$ cat src/rtl/muldiv_ctrl.sv
`timescale 1ns/1ps
// muldiv_ctrl: iterative MULT/MULTU/DIV/DIVU sequencer over HI/LO for the EX stage.
// A shift-add multiplier and a restoring divider share one 2*W product register
// and complete in W CALC cycles plus one FIX cycle.
// Ports:
//   clk, rst_n          clock, async active-low reset
//   start, op, a, b     operation request (sampled only in IDLE)
//   flush               abort of an in-flight operation
//   hi_we, lo_we, wdata MTHI/MTLO writes (IDLE only)
//   busy, stall, done   pipeline handshake (stall is combinational)
//   hi, lo              architectural HI/LO registers
module muldiv_ctrl #(
    parameter int unsigned DATA_WIDTH = 32
) (
    input  logic                  clk,
    input  logic                  rst_n,
    input  logic                  start,
    input  logic [1:0]            op,
    input  logic [DATA_WIDTH-1:0] a,
    input  logic [DATA_WIDTH-1:0] b,
    input  logic                  flush,
    input  logic                  hi_we,
    input  logic                  lo_we,
    input  logic [DATA_WIDTH-1:0] wdata,
    output logic                  busy,
    output logic                  stall,
    output logic                  done,
    output logic [DATA_WIDTH-1:0] hi,
    output logic [DATA_WIDTH-1:0] lo
);

    localparam int unsigned W  = DATA_WIDTH;
    localparam int unsigned XW = DATA_WIDTH + 1;
    localparam int unsigned PW = 2 * DATA_WIDTH;
    localparam int unsigned CW = $clog2(DATA_WIDTH + 1);

    typedef enum logic [1:0] {
        S_IDLE = 2'd0,
        S_CALC = 2'd1,
        S_FIX  = 2'd2
    } state_e;

    state_e          state_q, state_d;
    logic [1:0]      op_q, op_d;
    logic [W-1:0]    opnd_q, opnd_d;   // multiplicand (mul) or divisor (div) magnitude
    logic [PW-1:0]   prod_q, prod_d;   // product; low half is dividend/quotient for div
    logic [W-1:0]    rem_q, rem_d;
    logic [CW-1:0]   cnt_q, cnt_d;
    logic            sa_q, sa_d;
    logic            sb_q, sb_d;
    logic            dz_q, dz_d;
    logic            busy_q, busy_d;
    logic            done_q, done_d;
    logic [W-1:0]    hi_q, hi_d;
    logic [W-1:0]    lo_q, lo_d;

    // Magnitude of the sign- or zero-extended operand; W bits always suffice.
    function automatic logic [W-1:0] mag(input logic [W-1:0] x, input logic sgn);
        logic [XW-1:0] ext;
        ext = {sgn & x[W-1], x};
        if (ext[XW-1]) begin
            ext = (~ext) + XW'(1);
        end
        return ext[W-1:0];
    endfunction

    logic          req_signed;
    logic [W-1:0]  a_mag;
    logic [W-1:0]  b_mag;
    assign req_signed = ~op[0];
    assign a_mag      = mag(a, req_signed);
    assign b_mag      = mag(b, req_signed);

    // One shift-add step: conditionally add, then shift right with the carry.
    logic [XW-1:0] mul_sum;
    assign mul_sum = {1'b0, prod_q[PW-1:W]} + (prod_q[0] ? {1'b0, opnd_q} : XW'(0));

    // One restoring-division step on a W+1 bit working remainder.
    logic [XW-1:0] rem_shift;
    logic          div_ge;
    logic [W-1:0]  rem_next;
    assign rem_shift = {rem_q, prod_q[W-1]};
    assign div_ge    = (rem_shift >= {1'b0, opnd_q});
    assign rem_next  = div_ge ? W'(rem_shift - {1'b0, opnd_q}) : rem_shift[W-1:0];

    // Sign correction for the FIX cycle.
    logic          res_signed;
    logic [PW-1:0] prod_neg;
    logic [W-1:0]  quo_neg;
    logic [W-1:0]  rem_neg;
    assign res_signed = ~op_q[0];
    assign prod_neg   = (~prod_q) + PW'(1);
    assign quo_neg    = (~prod_q[W-1:0]) + W'(1);
    assign rem_neg    = (~rem_q) + W'(1);

    // Next-state and datapath control.
    always_comb begin
        state_d = state_q;
        op_d    = op_q;
        opnd_d  = opnd_q;
        prod_d  = prod_q;
        rem_d   = rem_q;
        cnt_d   = cnt_q;
        sa_d    = sa_q;
        sb_d    = sb_q;
        dz_d    = dz_q;
        busy_d  = busy_q;
        done_d  = 1'b0;
        hi_d    = hi_q;
        lo_d    = lo_q;

        unique case (state_q)
            S_IDLE: begin
                if (hi_we) hi_d = wdata;
                if (lo_we) lo_d = wdata;
                if (start && !flush) begin
                    op_d    = op;
                    opnd_d  = op[1] ? b_mag : a_mag;
                    prod_d  = {W'(0), (op[1] ? a_mag : b_mag)};
                    rem_d   = '0;
                    sa_d    = req_signed & a[W-1];
                    sb_d    = req_signed & b[W-1];
                    dz_d    = op[1] & (b == '0);
                    cnt_d   = CW'(W);
                    busy_d  = 1'b1;
                    state_d = S_CALC;
                end
            end

            S_CALC: begin
                if (flush) begin
                    busy_d  = 1'b0;
                    state_d = S_IDLE;
                end else begin
                    if (op_q[1]) begin
                        rem_d          = rem_next;
                        prod_d[W-1:0]  = {prod_q[W-2:0], div_ge};
                    end else begin
                        prod_d = {mul_sum, prod_q[W-1:1]};
                    end
                    cnt_d = cnt_q - CW'(1);
                    if (cnt_q == CW'(1)) begin
                        state_d = S_FIX;
                    end
                end
            end

            S_FIX: begin
                busy_d  = 1'b0;
                state_d = S_IDLE;
                if (!flush) begin
                    done_d = 1'b1;
                    if (op_q[1]) begin
                        // Divide by zero leaves the all-ones quotient unsigned.
                        if (dz_q)
                            lo_d = '1;
                        else if (res_signed && (sa_q ^ sb_q))
                            lo_d = quo_neg;
                        else
                            lo_d = prod_q[W-1:0];
                        hi_d = (res_signed && sa_q) ? rem_neg : rem_q;
                    end else begin
                        if (res_signed && (sa_q ^ sb_q)) begin
                            hi_d = prod_neg[PW-1:W];
                            lo_d = prod_neg[W-1:0];
                        end else begin
                            hi_d = prod_q[PW-1:W];
                            lo_d = prod_q[W-1:0];
                        end
                    end
                end
            end

            default: begin
                busy_d  = 1'b0;
                state_d = S_IDLE;
            end
        endcase
    end

    // State and datapath registers.
    always_ff @(posedge clk or negedge rst_n) begin
        if (!rst_n) begin
            state_q <= S_IDLE;
            op_q    <= '0;
            opnd_q  <= '0;
            prod_q  <= '0;
            rem_q   <= '0;
            cnt_q   <= '0;
            sa_q    <= 1'b0;
            sb_q    <= 1'b0;
            dz_q    <= 1'b0;
            busy_q  <= 1'b0;
            done_q  <= 1'b0;
            hi_q    <= '0;
            lo_q    <= '0;
        end else begin
            state_q <= state_d;
            op_q    <= op_d;
            opnd_q  <= opnd_d;
            prod_q  <= prod_d;
            rem_q   <= rem_d;
            cnt_q   <= cnt_d;
            sa_q    <= sa_d;
            sb_q    <= sb_d;
            dz_q    <= dz_d;
            busy_q  <= busy_d;
            done_q  <= done_d;
            hi_q    <= hi_d;
            lo_q    <= lo_d;
        end
    end

    assign busy  = busy_q;
    assign done  = done_q;
    assign hi    = hi_q;
    assign lo    = lo_q;
    assign stall = busy_q | (start & (state_q == S_IDLE) & ~flush);

endmodule

$ cat config.mk
export PLATFORM = sky130hd
export DESIGN_NAME = muldiv_ctrl
export DESIGN_NICKNAME = d
export VERILOG_FILES = /design/src/rtl/muldiv_ctrl.sv
export SDC_FILE = /design/constraint.sdc
export NUM_CORES = 1
export LEC_CHECK = 0
export CAP_MARGIN = 30
export CORE_ASPECT_RATIO = 0.7
export CORE_UTILIZATION = 45
export CTS_BUF_LIST = sky130_fd_sc_hd__clkbuf_4
export CTS_CLUSTER_SIZE = 20
export DETAILED_ROUTE_END_ITERATION = 7
export GPL_TIMING_DRIVEN = 0
export PLACE_DENSITY_LB_ADDON = 0.12
export SETUP_SLACK_MARGIN = 0.2
export SLEW_MARGIN = 20
export SYNTH_ARGS = -nofsm -noshare
export SYNTH_HDL_FRONTEND = slang
export SYNTH_SLANG_ARGS = --single-unit
$ cat constraint.sdc
create_clock -name clk -period 8.29 [get_ports clk]
set_clock_uncertainty 0.15 [all_clocks]
set_input_delay 2.487 -clock clk [delete_from_list [all_inputs] [get_ports clk]]
set_output_delay 2.487 -clock clk [all_outputs]
set_load 0.05 [all_outputs]
# Word-level counts from Yosys, hierarchy flattened
# Index checks and enable logic that the tools add are counted.
# totals
elab_cells	106
register_bits	207
output_inout_bits	67
# classes
order_cmp	1
add_sub_neg	8
mux	40
bitwise_logic	15
n_eq_ne	12
reduce_logical	16
# ops
cell	count
$mux 32	22
$pmux 32 s2	3
$add 32x1->32 const B	4
$mux 64	2
$not 32->32	4
$pmux 64 s2	1
$add 64x1->64 const B	1
$not 64->64	1
$add 32x32->33	1
$ge 33x32->1	1
$logic_not 32->1	1
$sub 32x32->32	1
$ne 2x2->1 const B	8
$mux 6	2
$pmux 6 s2	1
$reduce_and 3->1	3
$reduce_and 4->1	2
$eq 6x1->1 const B	1
$mux 2	3
$reduce_and 2->1	3
$sub 6x1->6 const B	1
$and 1x1->1	5
$mux 1	4
$pmux 2 s2	1
other kinds (11)	16

# Longest topological paths before layout
# Gate-level depths: netlist of the first run.
# logic_depth
word_depth	7
mapped_depth	15
depth_no_buf	14

# Least setup slack after synthesis of the first run
# No wires, ideal clock.
# synth_path
path_type	input to output
startpoint	input port flush
endpoint	output port stall
path_slack_ns	1.822
required_time_ns	5.653
stages	4
arrival_time_ns	3.831
n_path_buf	2
cell_sequence	clkbuf_1 or4b_2 clkbuf_1 nand2b_1
# synth_via
elab_chain_len	3
# synth_lines
item	line	source
from (decl)	21	input logic flush,
$not 1->1	218	assign stall = busy_q | (start & (state_q == S_IDLE) & ~flush);
$and 1x1->1	218	
$or 1x1->1	218	
to (decl)	26	output logic stall,
# No other way between the ends.

# Worst setup path in the final report of the first run
# layout_path
startpoint	input port start
endpoint	output port stall
# layout_via
elab_chain_len	3
# layout_lines
item	line	source
from (decl)	17	input logic start,
$and 1x1->1 (2 in a row)	218	
$or 1x1->1	218	
# No other way between the ends.

==> flow_metrics.py, run 1 <==
metrics = {
    "floorplanning": {
        "die_x_microns": 231,
        "boundaryPins": 171,
        "start_util_pct": 45.9,
        "die_h_microns": 162,
        "core_area_sq_um": 36000,
        "die_area_sq_um": 37500,
        "rows": 58,
    },
    "route": {
        "vias": 17300,
        "highest_layer": "met4",
        "via_per_inst": 6.10,
        "drtPass1Iterations": 6,
        "wl_met3_microns": 8040,
        "antenna_left": 0,
        "met1_length_microns": 31500,
        "initialDrtViolationCount": 2184,
        "wl_met2_microns": 25500,
        "wl_per_cell_microns": 23.6,
        "drt_wl_total_microns": 66800,
        "drc": 0,
    },
    "clocking": {
        "path_clk_slew_ns": 0.07,
        "htreeDepth": 2,
        "post_cts_resized": 0,
        "cts_root_buffer": "clkbuf_4",
        "clock_path_buffers": 3,
        "cts_setup_buffers": 0,
        "cts_buffers": 55,
        "insertion_delay_ns": 0.81,
        "tritoncts": "done",
        "cts_hold_buf": 0,
        "clock-sinks": 207,
    },
    "yosys": {
        "synthArstFlopShare_pct": 100,
        "seq_area_frac_synth_pct": 31.4,
        "synth_top_area_share_pct": 31.4,
        "synth_edf_count": 0,
        "yosysMostFrequentCell": "a21oi_1",
        "synthMuxAreaShare_pct": 2.56,
        "yosys_warnings": 0,
        "synthCells": 2087,
        "synth_top_family_by_area": "compound AO/OA/AOI/OAI gates",
        "synth-seq-cells": 207,
        "synth-simple-area-share_pct": 18.6,
        "synth_common_cells": "219 x a21oi_1, 216 x nor2_1, 209 x nand2_1, 207 x dfrtp_1, 196 x o21ai_0",
        "synth_compound_area_share_pct": 26.6,
        "ys.flop_type": "dfrtp_1",
        "synth.area.top_cells": "dfrtp_1 31%, a21oi_1 6.6%, xnor2_1 6.4%",
        "synth_cell_type_count": 80,
        "syn_nets": 2263,
        "yosys.area.top_type": "dfrtp_1",
        "synthAdderAreaFrac_pct": 5.55,
        "synth_area_sq_um": 16500,
        "syn_area_per_cell_sq_um": 7.91,
        "synth_xor_area_share_pct": 10.8,
    },
    "placement": {
        "gp_congestion": 0.962,
        "portBuffers": 168,
        "detailed_place_hpwl_microns": 53200,
    },
    "global_routing": {
        "grtUsageTotal_pct": 35.3,
        "grt_overflow": 0,
        "grt_pass1_vias": 15900,
        "antenna_found_initial": 1,
        "grt_max_degree": 96,
        "grt_first_pass_wirelength_microns": 99600,
    },
    "critical_path": {
        "cp-start-kind": "primary input",
        "cp.arrival_ns": 5.03,
        "cp-end-kind": "output port",
        "critPathMaxFanout": 10,
        "criticalPathCategory": "in -> out",
        "required_ns": 5.65,
        "reg2reg_depth": 14,
    },
    "timing": {
        "max_freq_mhz": 131,
        "rsz0062_at_grt": "false",
        "max-slew-margin-rel_pct": 40.4,
        "fin_crit_sh_pct": 92.4,
        "fin_crit_ns": 7.66,
        "worst_slew_pin_slew_ns": 0.884,
        "setup_viol": 0,
        "slew_viol_final": 0,
        "finalHoldViolations": 0,
    },
    "pwr": {
        "internal_power_uw": 2360,
        "pwr-share-seq_pct": 32.9,
        "power_frac_clock_pct": 21.3,
        "leakage_uw": 0.00849,
        "power_uw": 4350,
        "p_per_area_nw_per_um2": 222,
        "p_sw_share_pct": 45.7,
        "power.switching_uw": 1990,
        "ir_worst_vdd_mv": 0.112,
        "combPwrFrac_pct": 45.7,
    },
    "layout": {
        "nets": 2493,
        "area_delta_synth_final_pct": 18.4,
        "drive_gt1_share_pct": 5.65,
        "final_util_pct": 54.3,
    },
    "worst_hold_path": {
        "min_path_cells": 2,
        "hold_class": "reg -> reg",
    },
    "flow_run": {
        "max_cap_viol_count": 0,
    },
    "status": {
        "status": "finished, final reports clean",
    },
}
sequential cells by signal, summed over array words and instances (netlist names):
register	cells
prod_q	64
op_q	2
done	1
cnt_q	6
rem_q	32
lo	32
sb_q	1
sa_q	1
opnd_q	32
hi	32
busy	1
state_q	2
dz_q	1
path summary, 6_finish.rpt:
kind                                       startpoint                     end  slack (ns)
min in group asynchronous                       rst_n       lo[9]$_DFFE_PN0P_        1.45
worst min-delay path                lo[6]$_DFFE_PN0P_       lo[6]$_DFFE_PN0P_        0.33
worst min register to register      lo[6]$_DFFE_PN0P_       lo[6]$_DFFE_PN0P_        0.33
worst max register to register  prod_q[0]$_DFFE_PN0P_  prod_q[62]$_DFFE_PN0P_        3.73
max in group asynchronous                       rst_n   opnd_q[8]$_DFFE_PN0P_        5.29
worst max-delay path                            start                   stall        0.63
logic make-up after synthesis:
family,count (synthesis)
AO/OA/AOI/OAI,710
AND/OR/NAND/NOR,655
flip-flops,207
XOR/XNOR,204
buffers and inverters,197
adder cells (fa/ha/maj),72
multiplexers,42
power by group through the flow:
| stage | sequential (uW) | combinational, uW | clock, uW |
|---|---|---|---|
| 4_1_cts | 1420 | 1950 | 931 |
| 2_1_floorplan | 1530 | 1150 | 0 |
| 6_report | 1430 | 1990 | 927 |
| 3_5_place_dp | 1440 | 1940 | 0 |
| 3_3_place_gp | 1430 | 1920 | 0 |
| 5_1_grt | 1450 | 2140 | 985 |
worst max-delay path: stages:
cell	delay (ns)
clkdlybuf4s50_1	0.52
or4b_2	0.59
clkbuf_1	0.34
nand2b_1	0.26
clkdlybuf4s50_1	0.83
placed cells by master (no fill, tap or decap), drive strengths merged, types with 12 or more instances in the layout:
| cell | count |
|---|---|
| or3 | 36 |
| nor4 | 21 |
| o21ai | 215 |
| mux2i | 40 |
| a21o | 38 |
| clkbuf | 201 |
| a32oi | 12 |
| nor3 | 42 |
| or4 | 15 |
| ha | 70 |
| a31oi | 20 |
| o211ai | 22 |
| a22o | 39 |
| a21oi | 219 |
| nand2b | 21 |
| nor2 | 217 |
| xor2 | 84 |
| buf | 15 |
| nand3 | 26 |
| nor2b | 14 |
| o22ai | 40 |
| xnor2 | 120 |
| nand2 | 211 |
| o31ai | 24 |
| dfrtp | 207 |
| inv | 70 |
| clkdlybuf4s50 | 167 |
cell type report:
class,count,area (sq um)
Clock inverter,9,45.0
Inverter,70,263
Tap cell,480,601
Buffer,127,480
Antenna cell,4,10.0
Clock buffer,83,623
Timing Repair Buffer,173,1760
Fill cell,3502,16400
Sequential cell,207,5180
Multi-Input combinational cell,1683,10600
layer usage:
| layer | vias up | track usage (%) |
|---|---|---|
| met2 | 952 | 47.3 |
| li1 | 7980 | - |
| met1 | 8274 | 54.9 |
| met3 | 103 | 8.73 |
| met4 | 0 | 9.75 |
| met5 | - | 0 |
per-stage QoR:
| step | cell area [sq um] | setup slack (ns) | setup TNS [ns] | instances | hold WS, ns |
|---|---|---|---|---|---|
| 6_report | 19600 | 0.627 | 0 | 2836 | 0.330 |
| 5_1_grt | 19600 | 0.556 | 0 | 2836 | 0.354 |
| 4_1_cts | 19500 | 0.690 | 0 | 2831 | 0.336 |
| 3_5_place_dp | 18900 | 0.704 | 0 | 2739 | 0.321 |
| 3_3_place_gp | 18800 | -4.45 | -912.95 | 2735 | 0.315 |
| 2_1_floorplan | 16500 | 1.82 | 0 | 2087 | 0.300 |
Power figures use the tool's default switching activity.
==> inputs of run 2 (changes only) <==
ABC_AREA = 1   (was default)
==> flow_metrics.py, run 2 <==
metrics = {
    "layout": {
        "top_register": "prod_q",
        "final_cells": 3935,
        "area_delta_synth_final_pct": 16.1,
        "fillers": 4342,
        "largest_register_ffs": 64,
        "final_common_cell": "nand2_1",
        "nets": 3532,
        "final_cell_mix": "809 x nand2_1, 450 x nor2_1, 330 x inv_1",
        "drive_gt1_share_pct": 5.46,
        "final_util_pct": 53.7,
    },
    "critical_path": {
        "cpPeakStageDelay_ns": 0.79,
        "cp-start-kind": "primary input",
        "path_cells": "clkdlybuf4s50_1 -> nor2_1 -> nor2_1 -> inv_1 -> nand2_2 -> nor2_8 -> buf_2 -> or2_2 -> clkdlybuf4s50_1",
        "r2r_start": "prod_q[0]$_DFFE_PN0P_",
        "critPathMaxFanout": 10,
        "reg2reg_depth": 12,
        "rr_endpoint": "prod_q[51]$_DFFE_PN0P_",
        "cp-end-kind": "output port",
        "r2r_setup_slack_ns": 4.54,
        "cp.arrival_ns": 5.15,
        "cpLargestDelayFamily": "buffers and inverters",
        "cp_slowest_cell": "clkdlybuf4s50_1",
        "criticalPathCategory": "in -> out",
        "cp_num_buf_inv": 4,
        "required_ns": 5.65,
    },
    "clocking": {
        "post_cts_resized": 0,
        "cts_buffers": 55,
        "cts_root_buffer": "clkbuf_4",
        "clock_path_buffers": 3,
        "cts_hold_buf": 0,
        "cts_setup_buffers": 0,
        "clock-sinks": 207,
        "insertion_delay_ns": 0.78,
        "tritoncts": "done",
        "path_clk_slew_ns": 0.06,
        "htreeDepth": 2,
    },
    "yosys": {
        "synth-seq-cells": 207,
        "synth_area_sq_um": 19200,
        "synth_common_cells": "809 x nand2_1, 450 x nor2_1, 330 x inv_1, 324 x nand3_1, 250 x a21oi_1",
        "yosys_warnings": 0,
        "ys.flop_type": "dfrtp_1",
        "seq_area_frac_synth_pct": 27.0,
        "synth_top_area_share_pct": 27.0,
        "syn_area_per_cell_sq_um": 6.14,
        "synth_edf_count": 0,
        "yosysMostFrequentCell": "nand2_1",
        "synthArstFlopShare_pct": 100,
        "synthCells": 3127,
        "yosys.area.top_type": "dfrtp_1",
        "synth.area.top_cells": "dfrtp_1 27%, nand2_1 16%, nor2_1 8.8%",
        "syn_nets": 3303,
        "synth_cell_type_count": 50,
    },
    "route": {
        "drt_wl_total_microns": 91900,
        "vias": 23900,
        "drc": 0,
        "wl_per_cell_microns": 23.4,
        "antenna_left": 0,
        "initialDrtViolationCount": 3645,
        "via_per_inst": 6.07,
        "drtPass1Iterations": 7,
    },
    "flow_run": {
        "max_cap_viol_count": 0,
    },
    "timing": {
        "finalHoldViolations": 0,
        "max_freq_mhz": 128,
        "rsz0062_at_grt": "false",
        "max-slew-margin-rel_pct": 31.4,
        "fin_crit_sh_pct": 93.9,
        "setup_tns_ns": 0,
        "setup_viol": 0,
        "fin_crit_ns": 7.78,
        "slew_viol_final": 0,
        "hold_ws_ns": 0.353,
        "worst_slew_pin_slew_ns": 1.02,
    },
    "floorplanning": {
        "core_area_sq_um": 41500,
        "boundaryPins": 171,
        "die_area_sq_um": 43500,
        "die_x_microns": 249,
        "rows": 62,
        "die_h_microns": 175,
        "start_util_pct": 46.2,
    },
    "pwr": {
        "power_frac_clock_pct": 10.6,
        "internal_power_uw": 3530,
        "p_sw_share_pct": 59.7,
        "ir_worst_vdd_mv": 0.190,
        "p_per_area_nw_per_um2": 393,
        "pwr-share-seq_pct": 22.8,
        "leakage_uw": 0.0108,
        "power.switching_uw": 5220,
        "power_uw": 8760,
        "combPwrFrac_pct": 66.6,
    },
    "placement": {
        "detailed_place_hpwl_microns": 76400,
        "portBuffers": 169,
        "gp_congestion": 1.07,
        "placedCellCount": 3843,
    },
    "worst_hold_path": {
        "min_to": "lo[7]$_DFFE_PN0P_",
        "hold_class": "reg -> reg",
        "min_path_cells": 2,
        "min-delay-start": "lo[7]$_DFFE_PN0P_",
    },
    "global_routing": {
        "grt_overflow": 0,
        "grtUsageTotal_pct": 41.6,
        "grt_max_degree": 73,
        "grt_pass1_vias": 21600,
        "gr-usage-met2_pct": 55.2,
        "antenna_found_initial": 3,
        "use_met3_pct": 12.5,
        "grt_first_pass_wirelength_microns": 136000,
        "grt.busiest_layer": "met1",
        "grt_util_met1_pct": 62.8,
    },
    "status": {
        "status": "finished, final reports clean",
    },
}
## run 2: layout make-up
type,count,area (sq um),share of cell area (%)
diodes,2,5.00,0.0225
plain buffers,109,503,2.26
clock buffers,79,593,2.66
clock inverters,11,52.6,0.236
inverters,340,1280,5.73
multi-input cells,2471,12200,54.9
flip-flops and latches,207,5180,23.3
well taps,544,681,3.06
repair buffers,172,1760,7.89
## run 2: worst reg2reg max path: stages, from the launching register on
cell,delay [ns]
dfrtp_1,0.34
buf_2,0.38
clkbuf_1,0.41
nand2_1,0.10
inv_1,0.10
ha_1,0.28
a21oi_1,0.25
a21boi_0,0.38
nand3_1,0.25
nand2_1,0.11
nand2_1,0.10
o21ai_0,0.53
o21ai_0,0.19
## run 2: worst max-delay path by stage
stage          startpoint               endpoint  slack [ns]  cells after the start
3_3_place_gp        rst_n  prod_q[8]$_DFFE_PN0P_       -4.38                      1
2_1_floorplan       start                  stall        2.19                      8
6_report            flush                  stall        0.51                      9
5_1_grt             flush                  stall        0.48                      9
3_5_place_dp        flush                  stall        0.55                      9
4_1_cts             flush                  stall        0.54                      9
## run 2: per-stage QoR
step,area [sq um],worst slack [ns]
floorplan,19200,2.19
global placement,21600,-4.38
detailed placement,21600,0.552
CTS,22300,0.543
global route,22300,0.484
finish,22300,0.507
## run 2: logic make-up after synthesis
logic type	synth area share, %
and+or+nand+nor	37.2
AOI/OAI and AO/OA	18.4
buffers and inverters	9.27
DFF	27.0
xor gates and xnor gates	3.38
adders and majority gates	4.77
## run 2: power groups by stage
stage	Clock (uW)	Sequential (uW)	Combinational, uW
after floorplan	0	2310	3100
after global placement	0	1950	5540
after detailed placement	0	1970	5590
after CTS	924	1950	5610
after global routing	974	2010	6240
final	925	2000	5830
## run 2: layer usage
metal	vias to the layer above	wire [microns]	part of all wire, %
li1	10900	-	-
met1	11100	40400	44
met2	1721	34300	37
met3	166	13900	15
met4	2	3260	3.5
met5	-	12	0.013
==> inputs of run 3 (changes only) <==
CTS_CLUSTER_DIAMETER = 200   (was default)
==> flow_metrics.py, run 3 (same netlist as run 2, synthesis figures left out) <==
metrics = {
    "timing": {
        "setup_viol": 0,
        "rsz0062_at_grt": "false",
        "max_freq_mhz": 129,
        "setup_slack_ns": 0.509,
        "slew_viol_final": 0,
        "fin_crit_ns": 7.78,
        "finalHoldViolations": 0,
        "worst_slew_pin_slew_ns": 1.10,
        "fin_crit_sh_pct": 93.9,
        "max-slew-margin-rel_pct": 26.0,
    },
    "floorplanning": {
        "die_h_microns": 175,
        "die_x_microns": 249,
        "start_util_pct": 46.2,
        "boundaryPins": 171,
        "rows": 62,
        "die_area_sq_um": 43500,
        "core_area_sq_um": 41500,
    },
    "placement": {
        "pre_cts_ws_ns": 0.552,
        "portBuffers": 169,
        "detailed_place_hpwl_microns": 76400,
        "placedCellCount": 3843,
        "gp_congestion": 1.07,
        "place_area_sq_um": 21600,
    },
    "clocking": {
        "path_clk_slew_ns": 0.20,
        "post_cts_resized": 0,
        "cts_setup_buffers": 0,
        "cts_buffers": 14,
        "clock-sinks": 207,
        "insertion_delay_ns": 0.81,
        "cts_hold_buf": 0,
        "cts_root_buffer": "clkbuf_4",
        "tritoncts": "done",
        "htreeDepth": 1,
        "clock_path_buffers": 3,
    },
    "worst_hold_path": {
        "hold_class": "reg -> reg",
        "min-delay-start": "cnt_q[5]$_DFFE_PN0P_",
        "min_path_cells": 2,
        "min_to": "cnt_q[5]$_DFFE_PN0P_",
    },
    "route": {
        "drtPass1Iterations": 6,
        "drt_wl_total_microns": 91000,
        "highest_layer": "met5",
        "drc": 0,
        "wl_per_cell_microns": 23.6,
        "antenna_left": 0,
        "wl_met3_microns": 13400,
        "initialDrtViolationCount": 3676,
        "vias": 23400,
        "via_per_inst": 6.06,
        "met1_length_microns": 40400,
        "wl_met2_microns": 33800,
    },
    "critical_path": {
        "cp-end-kind": "output port",
        "criticalPathCategory": "in -> out",
        "r2r_setup_slack_ns": 4.64,
        "cp-start-kind": "primary input",
        "rr_endpoint": "prod_q[61]$_DFFE_PN0P_",
        "r2r_start": "prod_q[0]$_DFFE_PN0P_",
        "critPathMaxFanout": 10,
        "cp.arrival_ns": 5.14,
        "reg2reg_depth": 12,
        "required_ns": 5.65,
    },
    "layout": {
        "top_register": "prod_q",
        "multi_input_area_sq_um": 12200,
        "fillers": 4363,
        "final_cells": 3862,
        "drive_gt1_share_pct": 3.56,
        "largest_register_ffs": 64,
        "nets": 3491,
        "final_cell_mix": "809 x nand2_1, 450 x nor2_1, 330 x inv_1",
        "fin_area_sq_um": 21800,
        "final_common_cell": "nand2_1",
        "seq_area_sq_um": 5180,
        "area_delta_synth_final_pct": 13.4,
    },
    "global_routing": {
        "antenna_found_initial": 3,
        "grt_pass1_vias": 21300,
        "grt_first_pass_wirelength_microns": 135000,
        "grtUsageTotal_pct": 41.2,
        "grt_overflow": 0,
        "grt_max_degree": 73,
    },
    "pwr": {
        "power_uw": 8280,
        "p_per_area_nw_per_um2": 380,
        "ir_worst_vdd_mv": 0.199,
        "leakage_uw": 0.0105,
    },
    "flow_run": {
        "max_cap_viol_count": 0,
    },
    "status": {
        "status": "finished, final reports clean",
    },
}
-- run 3: changes by cell type in the layout (fill, tap and decap cells not counted), sizes merged --
cell,before,now
clkbuf,132,68
clkinv,11,2
clkinvlp,1,0
diode,2,3
-- run 3: metrics by stage --
| stage | hold slack, ns | util [%] | TNS (ns) |
|---|---|---|---|
| floorplan | 0.301 | - | 0 |
| global placement | 0.319 | 52.0 | -901.08 |
| detailed placement | 0.337 | 52.1 | 0 |
| global route | 0.409 | 52.4 | 0 |
| finish | 0.378 | 52.4 | 0 |
| CTS | 0.380 | 52.4 | 0 |
-- run 3: per-layer routing --
layer  vias up  track usage, %
met1     10900            62.3
met5         -               0
li1      10700               -
met2      1594            54.6
met3       168            12.6
met4         2            12.9
-- run 3: worst max-delay path by stage --
stage / start / end / slack (ns) / cells past startpoint
floorplan: start / stall / 2.19 / 8
global placement: rst_n / prod_q[8]$_DFFE_PN0P_ / -4.38 / 1
detailed placement: flush / stall / 0.55 / 9
CTS: flush / stall / 0.54 / 9
global route: flush / stall / 0.48 / 9
finish: flush / stall / 0.51 / 9
-- run 3: layout make-up --
cell class	instances	share of cell area, %
diodes	3	0.0345
plain buffers	109	2.31
clock buffers	15	0.517
clock inverters	1	0.0747
inverters	340	5.86
multi-input cells	2471	56.2
flip-flops and latches	207	23.8
well taps	544	3.13
repair buffers	172	8.07
-- run 3: worst max-delay path, stage by stage --
cell and delay (ns):
clkdlybuf4s50_1 0.63, nor2_1 0.31, nor2_1 0.12, inv_1 0.10, nand2_2 0.10, nor2_8 0.19
buf_2 0.27, or2_2 0.14, clkdlybuf4s50_1 0.79
-- run 3: power by group --
part	leakage, uW	total [uW]	switching (uW)	internal [uW]
sequential	0.00254	1990	574	1420
clock	0.0000759	459	372	87.5
combinational	0.00787	5830	4150	1670
==> variant: new RTL, flow settings as in run 1 <==
Reset style: synchronous (`rst_n`), changed in one clocked block. Comments in the files are not updated.
--- a/src/rtl/muldiv_ctrl.sv
+++ b/src/rtl/muldiv_ctrl.sv
@@ -180,5 +180,5 @@
 
     // State and datapath registers.
-    always_ff @(posedge clk or negedge rst_n) begin
+    always_ff @(posedge clk) begin
         if (!rst_n) begin
             state_q <= S_IDLE;
Formal check against the unedited RTL: differs if rst_n is asserted again (counterexample within 4 cycles, from zero or initial values and one cycle with rst_n low); with rst_n held inactive, the same outputs for 4 cycles.
==> variant against run 1 <==
- setup slack got worse by 0.44 ns
- cell area about the same
- non-clock buffer count increased by 30
- final cell count up 5.5%
- wire length up 7.8%
- count of clock-buffer cells in the layout down 7
- core utilization down 0.11 points
- via count increased by 10%
- synthesized area increased by 0.11%
- synthesized cell count increased by 7.4%
- register-to-register slack got worse by 0.16 ns
- sequential cell count stayed put
Power is not compared: it rests on default switching activity, and its combinational part moved more than twofold at a synthesized area within 25%.
==> variant: results (changes against run 1) <==
GRT:
- The number of antenna violations at the first check in global routing is 2 (+1).
- The met1 track demand over resource in global routing came to 57.9% (+3.1 points).
- The met3 usage in global routing came to 8.82% (+0.098 points).
- The first-pass GRT wire length is 106000 um (+6.4%).
- The met2 track demand over resource in global routing is 49.7% (+2.4 points).
- The pin count of the biggest net entering global routing is 16 (-83%).
- The global-route usage over all layers came to 37.3% (+2.0 points).
- The number of global-route vias before repair was 17.0k (+6.3%).

Clock network:
- The number of buffers created by CTS is 53 (-3.6%).
- The post-CTS resize count is 1 (+1).
- The H-tree level count came to 2 (unchanged).
- The later-pin clock latency in the skew report was 0.79 ns (-0.02 ns).

Placement:
- The global placement routability congestion is 0.995 (+3.4%).
- The number of placed instances, taps included was 2891 (+5.5%).
- The number of buffer cells added on primary ports is 168 (unchanged).
- The post-DP HPWL is 58200 um (+9.2%).

Yosys:
- The number of distinct standard cells referenced by the synthesized netlist came to 89 (+11%).
- The number of synthesis warnings is 0 (unchanged).
- In the post-synthesis netlist, the biggest area contributors are dfxtp_1 25%, a21oi_1 6.0%, xnor2_1 5.4%.
- The dominant register cell in the synthesized netlist is dfxtp_1.
- After synthesis, the most frequently instantiated cells are 231 x nand2_1, 230 x nor2_1, 207 x dfxtp_1.
- The number of instances in the synthesized netlist is 2241 (+7.4%).
- The number of nets produced by synthesis is 2417 (+6.8%).
- The fraction of registers with async set or reset after synthesis is 0% (-100 points).
- The sequential cell area fraction in the yosys report is 25.1% (-6.3 points).

Final layout:
- More flip-flops sit in one register than any other, and that register is prod_q.
- The number of cells in the finished layout apart from fillers came to 2993 (+5.5%).
- The number of fill cells is 3554 (+1.5%).
- The final layout net count is 2643 (+6.0%).
- The fraction of final layout cells sized beyond drive strength 1 is 5.66% (about the same).

Detailed routing:
- The DRC marker count from the first detailed-route iteration is 2377 (+8.8%).
- The sum of routed wire length over all layers is 72000 um (+7.8%).
- The number of vias after detailed routing came to 19.1k (+10%).

Worst setup path:
- On the critical path, the stage with the largest delay is an instance of clkdlybuf4s50_1.
- The largest stage delay on the critical path is 0.79 ns (-0.04 ns).

Min path:
- The classification of the worst-slack hold path is reg -> reg.

Timing:
- The actual transition at the worst max-transition pin is 1.05 ns (+0.165 ns).

Run status:
- The run finished with clean final reports.
-- variant: worst max-delay path: cells and delay by family --
family / cells / cell delay (ns)
buffers and inverters: 5 / 2.20
and+or+nand+nor: 2 / 0.77
-- variant: kinds of logic (layout without fill, tap and decap cells) --
kind of cell | Yosys count | count (layout) | synth area share [%]
simple gates | 766 | 766 | 22.0
compound gates | 724 | 724 | 29.0
buf+inv | 237 | 507 | 5.54
flops | 207 | 207 | 25.1
xor+xnor | 195 | 195 | 10.3
fa+ha+maj | 72 | 72 | 5.54
mux | 40 | 40 | 2.48
other cells | 0 | 2 | 0
-- variant: report_power, final --
group	switching (mW)	internal (mW)
Clock	0.495	0.459
Combinational	0.547	0.282
Sequential	0.0469	1.04
-- variant: layout make-up --
cell class | count | area share (%)
inverters | 78 | 1.50
repair buffers | 171 | 8.70
well taps | 480 | 3.07
multi-input cells | 1797 | 58.7
flip-flops and latches | 207 | 21.2
diodes | 2 | 0.0256
plain buffers | 159 | 3.19
clock buffers | 76 | 2.92
clock inverters | 23 | 0.665
-- variant: metal layers --
metal	up-vias	share of wire, %
met5	-	0.018
met4	2	2.6
met3	121	13
met2	1199	37
met1	9035	47
li1	8738	-
-- variant: worst paths after layout --
kind	from	end	slack, ns	cells after the start
setup / recovery	flush	stall	0.18	7
hold / removal	lo[8]	lo[8]	0.31	2
setup reg to reg	prod_q[0]	prod_q[62]	3.57	13
hold reg to reg	lo[8]	lo[8]	0.31	2
-- variant: per-stage QoR --
stage               utilization [%]  hold slack (ns)  power, mW  area, um^2  setup WS, ns
CTS                            54.2            0.312       2.84       19500         0.334
global route                   54.2            0.330       2.97       19600         0.223
global placement               52.2            0.293       1.90       18800         0.149
detailed placement             52.2            0.300       1.91       18800        0.0770
floorplan                         -            0.282       1.60       16500          1.84
finish                         54.2            0.311       2.87       19600         0.185
